## config.mk

```make
export PLATFORM = sky130hd
export DESIGN_NAME = multicycle_ctrl
export DESIGN_NICKNAME = d
export VERILOG_FILES = /design/src/rtl/control_signals.sv /design/src/rtl/instr_classifier.sv /design/src/rtl/multicycle_ctrl.sv
export SDC_FILE = /design/constraint.sdc
export NUM_CORES = 1
export LEC_CHECK = 0
export ABC_AREA = 1
export CORE_ASPECT_RATIO = 0.6
export CORE_MARGIN = 2
export CORE_UTILIZATION = 30
export DETAILED_ROUTE_END_ITERATION = 7
export GPL_TIMING_DRIVEN = 0
export MAX_ROUTING_LAYER = met4
export SYNTH_ARGS = -nofsm -noshare
export SYNTH_HDL_FRONTEND = slang
export SYNTH_SLANG_ARGS = --single-unit
```

## constraint.sdc

```tcl
create_clock -name clk -period 1.8 [get_ports clk]
set_input_delay 0.27 -clock clk [delete_from_list [all_inputs] [get_ports clk]]
set_output_delay 0.27 -clock clk [all_outputs]
set_load 0.02 [all_outputs]
```

## src/rtl/control_signals.sv

```systemverilog
// Shared types and constants for the multi-cycle controller.
// The timeout watchdog in multicycle_ctrl is built only when CTRL_TIMEOUT_EN is defined.
package control_signals;

    // Controller states
    typedef enum logic [2:0] {
        ST_FETCH     = 3'd0,
        ST_DECODE    = 3'd1,
        ST_EXECUTE   = 3'd2,
        ST_MEM       = 3'd3,
        ST_WRITEBACK = 3'd4,
        ST_TRAP      = 3'd5
    } Ctrl_State_t;

    // Instruction classes resolved in DECODE; NOP is the post-reset value
    typedef enum logic [3:0] {
        CLS_NOP     = 4'd0,
        CLS_LD      = 4'd1,
        CLS_SD      = 4'd2,
        CLS_ADD     = 4'd3,
        CLS_SUB     = 4'd4,
        CLS_AND     = 4'd5,
        CLS_OR      = 4'd6,
        CLS_BEQ     = 4'd7,
        CLS_ILLEGAL = 4'd8
    } Instr_Class_t;

    // Second ALU operand select
    typedef enum logic {
        ALU_SRC_REG = 1'b0,
        ALU_SRC_IMM = 1'b1
    } Alu_Src_t;

    // ALU operation select
    typedef enum logic [1:0] {
        OP_ADD = 2'd0,
        OP_SUB = 2'd1,
        OP_AND = 2'd2,
        OP_OR  = 2'd3
    } Alu_Operation_t;

    // Register file write-data select
    typedef enum logic {
        REG_SRC_ALU = 1'b0,
        REG_SRC_MEM = 1'b1
    } Reg_Data_Src_t;

    // Opcodes
    localparam logic [6:0] OPC_LOAD   = 7'b0000011;
    localparam logic [6:0] OPC_STORE  = 7'b0100011;
    localparam logic [6:0] OPC_RTYPE  = 7'b0110011;
    localparam logic [6:0] OPC_BRANCH = 7'b1100011;

    // funct3 values
    localparam logic [2:0] F3_ADD_SUB = 3'b000;
    localparam logic [2:0] F3_AND     = 3'b111;
    localparam logic [2:0] F3_OR      = 3'b110;
    localparam logic [2:0] F3_BEQ     = 3'b000;

    // funct7 values
    localparam logic [6:0] F7_BASE = 7'b0000000;
    localparam logic [6:0] F7_ALT  = 7'b0100000;

    // True for classes that finish with a register writeback of the ALU result
    function automatic logic is_rtype(input Instr_Class_t cls);
        return (cls == CLS_ADD) || (cls == CLS_SUB) ||
               (cls == CLS_AND) || (cls == CLS_OR);
    endfunction

endpackage

```

## src/rtl/instr_classifier.sv

```systemverilog
// Purely combinational mapping of opcode/funct3/funct7 to an instruction class.
// Anything not explicitly recognised is reported as CLS_ILLEGAL.
module instr_classifier
    import control_signals::*;
(
    input  logic [6:0]   i_opcode,
    input  logic [2:0]   i_funct3,
    input  logic [6:0]   i_funct7,
    output Instr_Class_t o_class
);

    // Decode the encoding; R-type and branch also qualify on funct fields
    always_comb begin
        o_class = CLS_ILLEGAL;
        case (i_opcode)
            OPC_LOAD:  o_class = CLS_LD;
            OPC_STORE: o_class = CLS_SD;
            OPC_RTYPE: begin
                if (i_funct3 == F3_ADD_SUB && i_funct7 == F7_BASE) begin
                    o_class = CLS_ADD;
                end else if (i_funct3 == F3_ADD_SUB && i_funct7 == F7_ALT) begin
                    o_class = CLS_SUB;
                end else if (i_funct3 == F3_AND && i_funct7 == F7_BASE) begin
                    o_class = CLS_AND;
                end else if (i_funct3 == F3_OR && i_funct7 == F7_BASE) begin
                    o_class = CLS_OR;
                end
            end
            OPC_BRANCH: begin
                if (i_funct3 == F3_BEQ) begin
                    o_class = CLS_BEQ;
                end
            end
            default: o_class = CLS_ILLEGAL;
        endcase
    end

endmodule

```

## src/rtl/multicycle_ctrl.sv

```systemverilog
// Multi-cycle control FSM: FETCH -> DECODE -> EXECUTE -> [MEM] -> [WRITEBACK].
// Illegal encodings park the controller in TRAP until reset.
// Optional: define CTRL_TIMEOUT_EN to add a wait watchdog that traps when an
// instruction fetch or data access goes unacknowledged for MEM_TIMEOUT cycles.
module multicycle_ctrl
    import control_signals::*;
#(
    parameter int MEM_TIMEOUT = 15
) (
    input  logic           clk,
    input  logic           rst,
    input  logic [6:0]     opcode_in,
    input  logic [2:0]     funct3_in,
    input  logic [6:0]     funct7_in,
    input  logic           imem_ack,
    input  logic           dmem_ack,
    input  logic           zero_in,
    output logic           imem_req,
    output logic           ir_write,
    output logic           pc_inc,
    output logic           pc_branch,
    output Alu_Src_t       alu_src_mux,
    output Alu_Operation_t alu_op,
    output Reg_Data_Src_t  reg_src_mux,
    output logic           mem_read,
    output logic           mem_write,
    output logic           reg_write,
    output logic           halted
);

    Ctrl_State_t  r_state;
    Instr_Class_t r_class;
    Instr_Class_t w_class;
    logic         w_timeout_hit;

    instr_classifier u_classifier (
        .i_opcode (opcode_in),
        .i_funct3 (funct3_in),
        .i_funct7 (funct7_in),
        .o_class  (w_class)
    );

`ifdef CTRL_TIMEOUT_EN
    // Limits above 15 saturate: the 4-bit counter can never count past 15.
    localparam logic [3:0] WAIT_LIMIT = (MEM_TIMEOUT >= 15) ? 4'd15 : 4'(MEM_TIMEOUT);

    logic [3:0] r_wait_cnt;
    logic       w_waiting;

    // Waiting means sitting in a state that needs an ack and not getting it
    assign w_waiting = ((r_state == ST_FETCH) && !imem_ack) ||
                       ((r_state == ST_MEM)   && !dmem_ack);

    // Trap on the cycle whose unacknowledged wait brings the count to the limit
    assign w_timeout_hit = w_waiting &&
                           (({1'b0, r_wait_cnt} + 5'd1) >= {1'b0, WAIT_LIMIT});

    // Saturating wait counter; any ack or leaving the waiting state clears it
    always_ff @(posedge clk) begin
        if (rst) begin
            r_wait_cnt <= 4'd0;
        end else if (!w_waiting) begin
            r_wait_cnt <= 4'd0;
        end else if (r_wait_cnt != 4'hF) begin
            r_wait_cnt <= r_wait_cnt + 4'd1;
        end
    end
`else
    // No watchdog: fetch and data accesses wait for their ack indefinitely.
    assign w_timeout_hit = 1'b0;
`endif

    // State and class register; acks only matter in the state awaiting them
    always_ff @(posedge clk) begin
        if (rst) begin
            r_state <= ST_FETCH;
            r_class <= CLS_NOP;
        end else begin
            case (r_state)
                ST_FETCH: begin
                    if (imem_ack) begin
                        r_state <= ST_DECODE;
                    end else if (w_timeout_hit) begin
                        r_state <= ST_TRAP;
                    end
                end
                ST_DECODE: begin
                    r_class <= w_class;
                    r_state <= (w_class == CLS_ILLEGAL) ? ST_TRAP : ST_EXECUTE;
                end
                ST_EXECUTE: begin
                    if (r_class == CLS_LD || r_class == CLS_SD) begin
                        r_state <= ST_MEM;
                    end else if (is_rtype(r_class)) begin
                        r_state <= ST_WRITEBACK;
                    end else if (r_class == CLS_BEQ) begin
                        r_state <= ST_FETCH;
                    end else begin
                        r_state <= ST_TRAP;
                    end
                end
                ST_MEM: begin
                    if (dmem_ack) begin
                        r_state <= (r_class == CLS_LD) ? ST_WRITEBACK : ST_FETCH;
                    end else if (w_timeout_hit) begin
                        r_state <= ST_TRAP;
                    end
                end
                ST_WRITEBACK: r_state <= ST_FETCH;
                ST_TRAP:      r_state <= ST_TRAP;
                default:      r_state <= ST_TRAP;
            endcase
        end
    end

    // Output decode from registered state/class; rst forces the FETCH view
    always_comb begin
        imem_req    = 1'b0;
        ir_write    = 1'b0;
        pc_inc      = 1'b0;
        pc_branch   = 1'b0;
        alu_src_mux = ALU_SRC_REG;
        alu_op      = OP_AND;
        reg_src_mux = REG_SRC_ALU;
        mem_read    = 1'b0;
        mem_write   = 1'b0;
        reg_write   = 1'b0;
        halted      = 1'b0;
        if (rst) begin
            imem_req = 1'b1;
        end else begin
            case (r_state)
                ST_FETCH: begin
                    imem_req = 1'b1;
                    ir_write = imem_ack;
                    pc_inc   = imem_ack;
                end
                ST_EXECUTE: begin
                    case (r_class)
                        CLS_LD, CLS_SD: begin
                            alu_op      = OP_ADD;
                            alu_src_mux = ALU_SRC_IMM;
                        end
                        CLS_ADD: alu_op = OP_ADD;
                        CLS_SUB: alu_op = OP_SUB;
                        CLS_AND: alu_op = OP_AND;
                        CLS_OR:  alu_op = OP_OR;
                        CLS_BEQ: begin
                            alu_op    = OP_SUB;
                            pc_branch = zero_in;
                        end
                        default: alu_op = OP_AND;
                    endcase
                end
                ST_MEM: begin
                    alu_op      = OP_ADD;
                    alu_src_mux = ALU_SRC_IMM;
                    mem_read    = (r_class == CLS_LD);
                    mem_write   = (r_class == CLS_SD);
                end
                ST_WRITEBACK: begin
                    reg_write   = 1'b1;
                    reg_src_mux = (r_class == CLS_LD) ? REG_SRC_MEM : REG_SRC_ALU;
                end
                ST_TRAP: halted = 1'b1;
                default: halted = 1'b0;
            endcase
        end
    end

endmodule

```

==> impl_metrics.tcl, run 1 <==
set metrics [dict create \
    end_kind "primary output" \
    rsz0062_at_grt "true" \
    hold_class "register to register" \
    cts_buffer_depth 2 \
    start_util_pct 32.5 \
    hold_ws_ns 0.524 \
    irDropWorstVdd_v 0.000298 \
    insertion_delay_ns 0.23 \
    dp.cells 196 \
    synth_cell_types 24 \
    combPwrFrac_pct 37.6 \
    critPathMaxStageDelay_ns 0.34 \
    max_freq_mhz 590 \
    row_count 13 \
    syn_avg_cell_area_sq_um 5.40 \
    slew_violations 0 \
    layout-drive-gt1-share_pct 14.7 \
    worst_pin_slew_ns 0.379 \
    crit_required_ns 1.53 \
    syn_area_sq_um 723 \
    cts_buffers 3 \
    path_delay_family "simple AND/OR/NAND/NOR gates" \
    slew_headroom_pct 74.7 \
    stdcell_count 200 \
    hold_violations 0 \
    layout.nets 193 \
    crit_chain "inv_2 > nand2_2 > nor2_2 > nand3_1 > nor2_1 > clkdlybuf4s15_1" \
    drt_iter0_drc 98 \
    period_minus_slack_ns 1.70 \
    die_h_um 42.0 \
    cp.depth 6 \
    drc 0 \
    internal_power_mw 0.447 \
    drv_cap 0 \
    ff2ff_path_depth 6 \
    ant_nets 0 \
    met3_usage_pct 4.84 \
    fin_ws_ns 0.105 \
    multiInputGateArea_sq_um 475 \
    cts_tree "built" \
    grt_util_all_layers_pct 16.8 \
    power.density_nw_per_um2 636 \
    dieArea_sq_um 2830 \
    critPathKind "register to primary output" \
    hpwlAfterDp_mm 1.75 \
    ys_ff_latch 7 \
    cts_sinks 7 \
    power_leakage_nw 0.533 \
    port_buffers 32 \
    worstSetupStartpointType "register" \
    htree_levels 1 \
    detail_route.first_pass.iterations 6 \
    post_drt_wl_per_cell_um 10.3 \
    status "completed" \
    clk_pin_slew_ns 0.04 \
    yosysWarnings 0 \
    period_share_pct 94.2 \
    finClkSkew_ns 0.000290 \
    core_sq_um 2230 \
    use_met2_pct 20.8 \
    wl_mm 2.07 \
    first_global_vias 811 \
    grt.busiest_layer "met1" \
    area_growth_pct 51.0 \
    preCtsSetupSlack_ns -0.162 \
    syn-instance-count 134 \
    p_switching_mw 0.247 \
    crit_buf_inv 2 \
    seqCellArea_sq_um 141 \
    synth_nets 156 \
    post_cts_buffers 0 \
    vias 929 \
    yosysSeqAreaShare_pct 19.4 \
    clockRootBuffer "clkbuf_8" \
    grt_pass1_wl_mm 3.51 \
    gp_congestion 0.874 \
    p_clk_share_pct 31.8 \
    worst_ep_arrival_time_ns 1.43 \
    io_pins 34 \
    diodes 0 \
    finalSetupTns_ns 0 \
    grt_max_degree 10 \
    pwr-share-seq_pct 30.6 \
    hold_path_depth 2 \
    setup_viol_count_final 0 \
    fillers 233 \
    fp.dieW_um 67.4 \
    critPathMaxFanout 4 \
    switching_share_pct 35.6 \
    antenna_found_initial 0 \
    viasPerCell 4.65 \
    grt_overflow_total 0 \
    crit_path_top_delay_cell "dfxtp_1" \
    grt_use_met1_pct 24.8 \
]
power by group through the flow:
stage	clock network, mW	registers, mW	logic [mW]
finish	0.221	0.212	0.261
floorplan	0	0.203	0.167
CTS	0.226	0.210	0.262
detailed placement	0	0.211	0.262
global route	0.238	0.215	0.293
global placement	0	0.210	0.261
placed cells by master (no fill, tap or decap), types with 2 or more instances in the layout:
cell type / count
buf_2: 2
nand4_1: 2
a21oi_1: 4
nor4_1: 2
clkbuf_8: 3
nand2_1: 28
clkdlybuf4s50_1: 20
clkbuf_2: 6
dlygate4sd2_1: 3
o21ai_1: 2
dfxtp_1: 6
nand3_1: 14
o21ai_0: 3
nor2_2: 4
o211ai_1: 5
nor2_1: 20
inv_1: 25
inv_2: 3
nor3_1: 4
clkbuf_1: 2
worst paths after layout:
kind / start / end / slack, ns
max: r_state[2] / alu_op[0] / 0.10
min reg2reg: r_class[2] / r_class[2] / 0.52
min: r_class[2] / r_class[2] / 0.52
max reg2reg: r_state[0] / r_class[3] / 0.45
logic make-up after synthesis:
kind of cell / synth area share [%]
and+or+nand+nor: 49.5
buffers and inverters: 16.1
AOI/OAI and AO/OA: 15.1
DFF: 19.4
per-layer routing:
layer	wire (um)	up-vias
li1	-	509
met1	1110	384
met2	779	32
met3	145	4
met4	31	0
met5	0	-
synthesized netlist by cell type (all sizes together):
library cell	number	area [sq um]
a21boi	1	7.51
a21oi	5	25.0
a31oi	1	6.26
buf	1	7.51
clkbuf	1	3.75
dfxtp	7	140
inv	28	105
nand2	29	111
nand3	15	80.1
nand4	2	12.5
nor2	25	106
nor3	4	20.0
nor4	2	12.5
o211ai	5	37.5
o21a	1	7.51
o21ai	5	25.0
or2	2	15.0
worst register-to-register path, delay by kind of cell, from the launching register on:
kind | cells | cell delay [ns]
and+or+nand+nor | 3 | 0.55
DFF | 1 | 0.46
buffers and inverters | 2 | 0.14
AOI/OAI and AO/OA | 1 | 0.09
state kept, by name (all words and copies together) (netlist names):
name and count:
r_class 4, r_state 3
timing repair:
action | CTS | global route
setup endpoints to repair | 12 | 10
pin swaps | 0 | 0
hold buffers | 0 | 0
resized for setup | 17 | 24
area by class of cell:
cell class                      instances  share of cell area, %
Multi-Input combinational cell         97                   43.5
Timing Repair Buffer                   32                   25.3
Clock buffer                            4                   4.12
Tap cell                               30                   3.44
Sequential cell                         7                   12.9
Buffer                                  2                   1.03
Inverter                               28                   9.62
per-stage QoR:
| stage | area (sq um) | utilization, % | power [mW] |
|---|---|---|---|
| floorplan | 723 | - | 0.371 |
| global placement | 1080 | 48.5 | 0.471 |
| detailed placement | 1080 | 48.5 | 0.473 |
| CTS | 1120 | 50.3 | 0.697 |
| global route | 1090 | 49.0 | 0.746 |
| finish | 1090 | 49.0 | 0.695 |
(Power assumes the default switching activity.)
==> inputs of run 2 (changes only) <==
--- a/config.mk
+++ b/config.mk
@@ -12,6 +12,7 @@
 export DETAILED_ROUTE_END_ITERATION = 7
 export GPL_TIMING_DRIVEN = 0
 export MAX_ROUTING_LAYER = met4
+export SLEW_MARGIN = 5
 export SYNTH_ARGS = -nofsm -noshare
 export SYNTH_HDL_FRONTEND = slang
 export SYNTH_SLANG_ARGS = --single-unit
==> results of run 2 <==
No change in the layout: final DEF, timing and power equal those of run 1.
==> RTL change (flow settings as in run 2) <==
Build with the macro `CTRL_TIMEOUT_EN` defined.
--- a/src/rtl/multicycle_ctrl.sv
+++ b/src/rtl/multicycle_ctrl.sv
@@ -4,2 +4,4 @@
 // instruction fetch or data access goes unacknowledged for MEM_TIMEOUT cycles.
+`define CTRL_TIMEOUT_EN
+
 module multicycle_ctrl
Behaviour: same outputs for any inputs over 10 cycles, from zero or initial values and one cycle with rst high; that may be too few to reach the edited logic, so the function may still have changed.
==> RTL change against run 2 <==
Worst setup slack got worse by 0.075 ns; sequential power increased by 48%; wire length increased by 18%; maximum frequency decreased by 4.2%; final cell count increased by 33%; power increased by 27%; area after synthesis increased by 38%; sequential cell count increased by 4; sequential share of layout area increased by 2.7 points; core utilization decreased by 4.5 points; cell area increased by 32%; highest routed layer unchanged.
==> RTL change: results (changes against run 2) <==
detailed_routing:
  dr_wl_met2_um: 834  # was 779 µm
  top_layer_used: "met4"  # unchanged
  vias: 1137  # was 929
  m1WireLength_um: 1440  # was 1110 µm
  wl_met3_um: 141  # was 145 µm
  initialDrtViolationCount: 24  # was 98
  wl_um: 2440  # was 2070 µm
place:
  dp_hpwl_um: 2030  # was 1750 µm
  io_buffers: 33  # was 32
  place.gp.congestion: 0.797  # was 0.874
  dp.cells: 261  # was 196
  placed_area_um2: 1380  # was 1080 µm²
  dp_slack_ns: -0.450  # was -0.162 ns
clock_network:
  cts_root_buf: "clkbuf_8"  # unchanged
  cts_buffers: 3  # unchanged
  clk_pin_slew_ns: 0.05
  cts_resized: 36  # was 17
cells_and_area:
  fin_cells: 265  # was 200
  drive_gt1_frac: 0.164  # was 0.147
  nets: 245  # was 193
  reg.largest.list: "r_class x4, r_wait_cnt x4, r_state x3"  # was r_class x4, r_state x3
hold_path:
  hold_path.class: "flip-flop to flip-flop"  # unchanged
  min_from: "r_class[0]"  # was r_class[2]
  whs_path_depth: 2  # unchanged
  holdPathEnd: "r_class[0]"  # was r_class[2]
timing:
  timing.slew.headroom: 0.639  # was 0.747
  finalClockSkew_ns: 0.00498  # was 0.000290 ns
  worst_hold_slack_ns: 0.517  # was 0.524 ns
synthesis:
  ys_seq_area_frac: 0.221  # was 0.194
  netlist_instances: 183  # was 134
  netlist_top_cells_area: "dfxtp_1 22%, nand2_1 17%, nor2_1 16%, inv_1 12%, nand3_1 4.5%"  # was dfxtp_1 19%, nand2_1 15%, inv_1 13%, nor2_1 11%, nand3_1 9.7%
  yosys-top-cells-count: "44 x nand2_1, 42 x nor2_1, 32 x inv_1, 11 x dfxtp_1, 9 x nand3_1"  # was 28 x nand2_1, 25 x inv_1, 22 x nor2_1, 14 x nand3_1, 7 x dfxtp_1
  ys_types: 27  # was 24
  syn_nets: 207  # was 156
power:
  p_leak_nw: 0.671  # was 0.533 nW
  ir_worst_vdd_mv: 0.245  # was 0.298 mV
critical_path:
  crit_end: "reg_src_mux"  # was alu_op[0]
  r2r_end: "r_state[2]"  # was r_class[3]
  crit_family: "buffers and inverters"  # was simple AND/OR/NAND/NOR gates
  critPathLaunch: "rst"  # was r_state[2]
  r2r_slack_ns: 0.19  # was 0.45 ns
  cpPeakStageDelay_ns: 0.43  # was 0.34 ns
  worst-path-max-fanout: 10  # was 4
  cp.arrival_ns: 1.50  # was 1.43 ns
  crit_slowest_cell: "clkdlybuf4s50_1"  # was dfxtp_1
  r2r_cells: 10  # was 6
  r2r_start: "r_wait_cnt[1]"  # was r_state[0]
status:
  outcome: "finished clean"  # unchanged
global_route:
  grt_pass1_vias: 1039  # was 811
  grt_util_met3: 0.0336  # was 0.0484
  grt_pass1_wl_um: 4330  # was 3510 µm
  met2_usage: 0.200  # was 0.208
  grtUsageMet1: 0.205  # was 0.248
  grt_max_degree: 11  # was 10
  track_usage: 0.144  # was 0.168
-- RTL change: changes by cell type after synthesis, moves of 3 or more --
cell / run 2 / this run
nand3_1: 14 / 9
o21ai_0: 3 / 6
nand2_1: 28 / 44
dfxtp_1: 7 / 11
nor3_1: 4 / 7
inv_1: 25 / 32
nor2_1: 22 / 42
-- RTL change: area by class of cell --
cell class,count,area [µm²]
buffer,2,12.5
fill,356,1790
timing repair buffer,33,307
sequential,11,225
multi-input combinational,137,667
inverter,33,124
tap,45,56.3
clock buffer,4,45.0
-- RTL change: report_power, final --
group	internal, mW	switching, mW	leakage [nW]
combinational	0.139	0.181	0.557
sequential	0.277	0.0364	0.0914
clock	0.156	0.0942	0.0228
-- RTL change: kinds of logic (layout without fill, tap and decap cells) --
logic type	after synthesis	in the layout	share of synthesized area
and+or+nand+nor	113	113	0.485
buffers and inverters	35	72	0.136
AOI/OAI and AO/OA	21	21	0.124
DFF	11	11	0.221
adders and majority gates	2	2	0.0251
xor gates and xnor gates	1	1	0.00880
